==> config.mk <==
export PLATFORM = sky130hd
export DESIGN_NAME = mips_boot_loader
export DESIGN_NICKNAME = d
export VERILOG_FILES = /design/src/rtl/mips_boot_loader_pkg.sv /design/src/rtl/mips_boot_loader_word_assembler.sv /design/src/rtl/mips_boot_loader.sv
export SDC_FILE = /design/constraint.sdc
export NUM_CORES = 1
export LEC_CHECK = 0
export ABC_AREA = 1
export BUFFER_PORTS_ARGS = -buffer_cell sky130_fd_sc_hd__buf_4
export CORE_MARGIN = 5
export CORE_UTILIZATION = 25
export CTS_CLUSTER_SIZE = 28
export DETAILED_ROUTE_END_ITERATION = 7
export PLACE_DENSITY = 0.39
export SLEW_MARGIN = 20
export SYNTH_ARGS = -nofsm -noshare
export SYNTH_HDL_FRONTEND = slang
export SYNTH_SLANG_ARGS = --single-unit
export TNS_END_PERCENT = 100
==> constraint.sdc <==
create_clock -name clk -period 2.05 [get_ports clk]
set_clock_uncertainty 0.05 [all_clocks]
set_input_delay 0.41 -clock clk [delete_from_list [all_inputs] [get_ports clk]]
set_output_delay 0.41 -clock clk [all_outputs]
set_load 0.03 [all_outputs]
==> src/rtl/mips_boot_loader_pkg.sv <==
// Shared types and constants for the MIPS instruction-memory boot loader.
package mips_boot_loader_pkg;

    localparam int unsigned BYTE_W         = 8;
    localparam int unsigned BYTES_PER_WORD = 4;
    localparam int unsigned BYTE_CNT_W     = 2;

    localparam logic [BYTE_W-1:0] SYNC_BYTE_DEF = 8'hA5;

    typedef enum logic [2:0] {
        ST_WAIT_SYNC = 3'd0,
        ST_GET_COUNT = 3'd1,
        ST_GET_BYTES = 3'd2,
        ST_WRITE     = 3'd3,
        ST_RELEASE   = 3'd4,
        ST_DONE      = 3'd5
    } boot_state_e;

endpackage

==> src/rtl/mips_boot_loader_word_assembler.sv <==
// Collects stream bytes MSB-first into a word; flags the byte that completes it.
module mips_boot_loader_word_assembler
    import mips_boot_loader_pkg::*;
#(
    parameter int unsigned DATA_W = 32
) (
    input  logic              clk,
    input  logic              reset_n,
    input  logic              clear,
    input  logic              byte_valid,
    input  logic [BYTE_W-1:0] byte_data,
    output logic              word_valid_c,
    output logic [DATA_W-1:0] word_c
);

    localparam int unsigned SHIFT_W = DATA_W - BYTE_W;

    logic [SHIFT_W-1:0]    shift_q, shift_d;
    logic [BYTE_CNT_W-1:0] cnt_q,   cnt_d;

    // The completed word is the three held bytes plus the byte on the bus now.
    always_comb begin
        shift_d      = shift_q;
        cnt_d        = cnt_q;
        word_valid_c = byte_valid && (cnt_q == BYTE_CNT_W'(BYTES_PER_WORD - 1));
        word_c       = {shift_q, byte_data};
        if (clear) begin
            shift_d = '0;
            cnt_d   = '0;
        end else if (byte_valid) begin
            shift_d = {shift_q[SHIFT_W-BYTE_W-1:0], byte_data};
            cnt_d   = cnt_q + 1'b1;
        end
    end

    always_ff @(posedge clk or negedge reset_n) begin
        if (!reset_n) begin
            shift_q <= '0;
            cnt_q   <= '0;
        end else begin
            shift_q <= shift_d;
            cnt_q   <= cnt_d;
        end
    end

endmodule

==> src/rtl/mips_boot_loader.sv <==
// Boot loader: parses framed byte stream, writes words to the MIPS init port,
// then releases the core from reset.
module mips_boot_loader
    import mips_boot_loader_pkg::*;
#(
    parameter int unsigned       ADDR_W         = 8,
    parameter int unsigned       DATA_W         = 32,
    parameter logic [BYTE_W-1:0] SYNC_BYTE      = SYNC_BYTE_DEF,
    parameter int unsigned       TIMEOUT_CYCLES = 1000,
    parameter int unsigned       RELEASE_DELAY  = 4
) (
    input  logic              clk,
    input  logic              reset_n,
    input  logic              rx_valid,
    input  logic [BYTE_W-1:0] rx_data,
    output logic              rx_ready,
    output logic              init,
    output logic [ADDR_W-1:0] init_addr,
    output logic [DATA_W-1:0] init_data,
    output logic              cpu_reset,
    output logic              load_done,
    output logic              load_error
);

    localparam int unsigned IDLE_W = $clog2(TIMEOUT_CYCLES + 1);
    localparam int unsigned REL_W  = $clog2(RELEASE_DELAY + 1);

    boot_state_e       state_q, state_d;
    logic [ADDR_W-1:0] addr_q, addr_d;
    logic [BYTE_W-1:0] words_left_q, words_left_d;
    logic [IDLE_W-1:0] idle_q, idle_d;
    logic [REL_W-1:0]  rel_q, rel_d;
    logic              rx_ready_q, rx_ready_d;
    logic              init_q, init_d;
    logic [ADDR_W-1:0] init_addr_q, init_addr_d;
    logic [DATA_W-1:0] init_data_q, init_data_d;
    logic              cpu_reset_q, cpu_reset_d;
    logic              load_done_q, load_done_d;
    logic              load_error_q, load_error_d;

    logic              accept_c;
    logic              sync_c;
    logic              timeout_c;
    logic              asm_clear_c;
    logic              asm_byte_c;
    logic              word_valid_c;
    logic [DATA_W-1:0] word_c;

    mips_boot_loader_word_assembler #(
        .DATA_W (DATA_W)
    ) u_word_asm (
        .clk          (clk),
        .reset_n      (reset_n),
        .clear        (asm_clear_c),
        .byte_valid   (asm_byte_c),
        .byte_data    (rx_data),
        .word_valid_c (word_valid_c),
        .word_c       (word_c)
    );

    // Next-state, counters and registered outputs.
    always_comb begin
        state_d      = state_q;
        addr_d       = addr_q;
        words_left_d = words_left_q;
        idle_d       = '0;
        rel_d        = '0;
        init_d       = 1'b0;
        init_addr_d  = init_addr_q;
        init_data_d  = init_data_q;
        load_error_d = load_error_q;
        asm_clear_c  = 1'b0;

        accept_c   = rx_valid && rx_ready_q;
        sync_c     = accept_c && (rx_data == SYNC_BYTE);
        asm_byte_c = accept_c && (state_q == ST_GET_BYTES);
        timeout_c  = !accept_c && (idle_q == IDLE_W'(TIMEOUT_CYCLES - 1));

        case (state_q)
            ST_WAIT_SYNC, ST_DONE: begin
                if (sync_c) begin
                    state_d      = ST_GET_COUNT;
                    load_error_d = 1'b0;
                    addr_d       = '0;
                    asm_clear_c  = 1'b1;
                end
            end
            ST_GET_COUNT: begin
                if (accept_c) begin
                    words_left_d = rx_data;
                    state_d      = (rx_data == '0) ? ST_RELEASE : ST_GET_BYTES;
                end else if (timeout_c) begin
                    state_d      = ST_WAIT_SYNC;
                    load_error_d = 1'b1;
                    asm_clear_c  = 1'b1;
                end else begin
                    idle_d = idle_q + 1'b1;
                end
            end
            ST_GET_BYTES: begin
                if (accept_c) begin
                    if (word_valid_c) begin
                        state_d     = ST_WRITE;
                        init_d      = 1'b1;
                        init_addr_d = addr_q;
                        init_data_d = word_c;
                    end
                end else if (timeout_c) begin
                    state_d      = ST_WAIT_SYNC;
                    load_error_d = 1'b1;
                    asm_clear_c  = 1'b1;
                end else begin
                    idle_d = idle_q + 1'b1;
                end
            end
            ST_WRITE: begin
                addr_d       = addr_q + 1'b1;
                words_left_d = words_left_q - 1'b1;
                state_d      = (words_left_q == BYTE_W'(1)) ? ST_RELEASE : ST_GET_BYTES;
            end
            ST_RELEASE: begin
                if (rel_q == REL_W'(RELEASE_DELAY - 1)) begin
                    state_d = ST_DONE;
                end else begin
                    rel_d = rel_q + 1'b1;
                end
            end
            default: begin
                state_d = ST_WAIT_SYNC;
            end
        endcase

        // Flag outputs follow the state being entered so they line up with it.
        rx_ready_d  = (state_d != ST_WRITE) && (state_d != ST_RELEASE);
        cpu_reset_d = (state_d != ST_DONE);
        load_done_d = (state_d == ST_DONE);
    end

    always_ff @(posedge clk or negedge reset_n) begin
        if (!reset_n) begin
            state_q      <= ST_WAIT_SYNC;
            addr_q       <= '0;
            words_left_q <= '0;
            idle_q       <= '0;
            rel_q        <= '0;
            rx_ready_q   <= 1'b1;
            init_q       <= 1'b0;
            init_addr_q  <= '0;
            init_data_q  <= '0;
            cpu_reset_q  <= 1'b1;
            load_done_q  <= 1'b0;
            load_error_q <= 1'b0;
        end else begin
            state_q      <= state_d;
            addr_q       <= addr_d;
            words_left_q <= words_left_d;
            idle_q       <= idle_d;
            rel_q        <= rel_d;
            rx_ready_q   <= rx_ready_d;
            init_q       <= init_d;
            init_addr_q  <= init_addr_d;
            init_data_q  <= init_data_d;
            cpu_reset_q  <= cpu_reset_d;
            load_done_q  <= load_done_d;
            load_error_q <= load_error_d;
        end
    end

    assign rx_ready   = rx_ready_q;
    assign init       = init_q;
    assign init_addr  = init_addr_q;
    assign init_data  = init_data_q;
    assign cpu_reset  = cpu_reset_q;
    assign load_done  = load_done_q;
    assign load_error = load_error_q;

endmodule

==> impl_metrics.ini <==
[worst_setup_path]
end_kind = flip-flop
critPathMaxFanout = 18
cp-start-kind = flip-flop
critPathArrivalTime_ns = 1.91
cp.required_ns = 2.24
criticalPathCategory = reg2reg
reg2reg_depth = 8

[floorplan]
die_x_um = 145
std_cell_rows = 49
initial_core_util_pct = 25.4
die_area_um2 = 21000
coreArea_um2 = 18000
die_h_um = 145
ios = 56

[grt]
grt_pass1_wl_um = 19000
grt_usage_pct = 10.9
antenna_found_initial = 0
grt_max_degree = 46
first_global_vias = 3647
gr-total-overflow = 0

[cts]
clk_latency_ns = 0.35
clkSlewWorstSetupHoldPaths_ns = 0.07
holdBufCountCts = 1
cts_buffer_depth = 2
cts_tree = yes
cts_resized = 0
numCtsBuffers = 9
cts_setup_buffers = 0
cts-root-buf = clkbuf_16
cts_sinks = 103
cts_max_level = 3

[layout]
drive_gt1_share_pct = 16.7
syn_to_final_growth_pct = 22.1
regArea_um2 = 2580
design_area_um2 = 5570
multi_input_area_um2 = 1690
fillCellCount = 1911
diodes = 0
final_util_pct = 31.0
fin_nets = 611

[timing]
totalNegativeSetupSlack_ns = 0
finalCritPeriodShare_pct = 83.9
relSlewSlack_pct = 79.4
slew_violations = 0
post-route-min-period_ns = 1.72
worst_pin_slew_ns = 0.309
fin_ws_ns = 0.329
hold-worst-slack_ns = 0.299
rsz0062_at_grt = no
max_freq_mhz = 581
finalSetupViolCount = 0
hold_viol_final = 0

[run]
drv_cap = 0

[detailed_routing]
drc = 0
drtIter0Drc = 248
ant_nets = 0
wirelength_um = 11200
wl_per_cell_um = 13.5
num_vias = 3605
vias_per_cell = 4.35
firstDrtPassIters = 5

[min_path]
hold_class = in2reg
hold_depth = 3

[power]
pwr_density_cell_nw_per_um2 = 691
switching_power_uw = 893
p_leak_nw = 2.83
irDropWorstVdd_mv = 0.388
internal-power_mw = 2.96
p_clk_share_pct = 42.1
share_comb_of_total_power_pct = 4.2
seq_power_share_pct = 53.7
switching_share_pct = 23.2

[placement]
placed_cell_area_um2 = 5280
dp_hpwl_um = 8170
preCtsSetupSlack_ns = 0.330
routabilityCongestion = 0.797
port_buffers = 55

[yosys]
synth.yosys.seq_area_share_pct = 56.6
synth_edf_count = 0
synth-seq-cells = 103
syn_nets = 547
syn_inst = 530
syn_area_um2 = 4560
synth_cell_types = 32
async_reset_ff_share_pct = 100
synth_warnings = 0
syn_avg_cell_area_um2 = 8.60
synth_ff_type = dfrtp_1

[outcome]
outcome = completed
sequential cells by signal, summed over array words and instances (netlist names):
register            cells
rx_ready                1
init_data              32
load_done               1
addr_q                  8
state_q                 3
init_addr               8
words_left_q            8
idle_q                 10
u_word_asm.cnt_q        2
u_word_asm.shift_q     24
init                    1
rel_q                   3
cpu_reset               1
load_error              1
cell usage in the layout (no fill, tap or decap), drive strengths merged:
master | synthesis | final
nor2 | 46 | 46
clkbuf | 1 | 11
dfstp | 2 | 2
clkinvlp | 0 | 2
buf | 15 | 68
o22ai | 1 | 1
clkinv | 1 | 4
xor2 | 5 | 5
a211oi | 1 | 1
o221ai | 2 | 2
a21oi | 29 | 29
a21boi | 1 | 1
dfrtp | 101 | 101
nand2 | 187 | 187
nand3 | 35 | 35
inv | 45 | 45
ha | 6 | 6
nor3 | 8 | 8
nand3b | 1 | 1
nand4 | 5 | 5
o211ai | 2 | 2
o21ai | 36 | 36
dlygate4sd3 | 0 | 1
power groups by stage:
stage | sequential (mW) | clock [mW] | combinational, mW
after global placement | 2.11 | 0 | 0.163
after floorplan | 2.10 | 0 | 0.0674
after CTS | 2.07 | 1.70 | 0.168
after global routing | 2.07 | 1.77 | 0.190
after detailed placement | 2.11 | 0 | 0.166
final | 2.07 | 1.62 | 0.161
per-stage QoR:
stage               instances  total power, mW
floorplan                 530             2.17
detailed placement        811             2.27
global placement          811             2.27
global route              828             4.03
finish                    828             3.85
CTS                       828             3.93
layout make-up:
cell class,instances,area share [%]
clock inverter,5,0.607
multi-input combinational,365,30.4
tap,229,5.15
sequential,103,46.3
timing repair buffer,69,10.0
inverter,46,3.10
clock buffer,11,4.36
worst paths after layout:
path | startpoint | endpoint | slack, ns
min in group asynchronous | reset_n | words_left_q[0] | 0.43
max reg2reg | state_q[1] | load_done | 0.33
min | rx_data[7] | u_word_asm.shift_q[7] | 0.30
max | state_q[1] | load_done | 0.33
max in group asynchronous | reset_n | init_addr[3] | 0.92
min reg2reg | rel_q[0] | rel_q[0] | 0.41
worst max-delay path, cell delays in order, from the launching register on:
cell	delay (ns)
dfrtp_1	0.42
inv_2	0.10
nor2_4	0.05
nand2_1	0.22
inv_2	0.21
a21oi_1	0.23
nand3_1	0.12
nand2_1	0.15
inv_1	0.05
synth_stat cells, types with 2 or more instances:
cell type | instances | area, um2
buf_4 | 2 | 15.0
o211ai_1 | 2 | 15.0
ha_1 | 6 | 75.1
xor2_1 | 5 | 43.8
o21ai_0 | 26 | 130
nand3_1 | 32 | 160
nand2_1 | 186 | 698
nand4_1 | 5 | 31.3
nand3_2 | 2 | 20.0
dfrtp_1 | 101 | 2530
o21ai_2 | 5 | 43.8
a21oi_1 | 29 | 145
buf_2 | 7 | 35.0
buf_6 | 5 | 56.3
inv_2 | 4 | 15.0
o21ai_1 | 5 | 25.0
nor2_1 | 44 | 165
dfstp_2 | 2 | 52.6
o221ai_1 | 2 | 17.5
nor3_1 | 8 | 40.0
inv_1 | 41 | 154
per-layer routing:
| metal | up-vias | share of wire [%] | track usage (%) |
|---|---|---|---|
| met5 | - | 0 | 0 |
| met4 | 0 | 1.7 | 4.20 |
| met3 | 11 | 4.2 | 2.74 |
| met2 | 56 | 46 | 17.3 |
| met1 | 1719 | 48 | 14.4 |
| li1 | 1819 | - | - |
cell families (layout without fill, tap and decap cells):
family	Yosys count	in the layout	synth area share, %
flip-flops	103	103	56.6
AO/OA/AOI/OAI	72	72	8.72
buffers and inverters	62	131	6.28
AND/OR/NAND/NOR	282	282	25.8
XOR/XNOR	5	5	0.960
adder cells (fa/ha/maj)	6	6	1.65
Note: power is estimated with default switching activity, not from simulation.
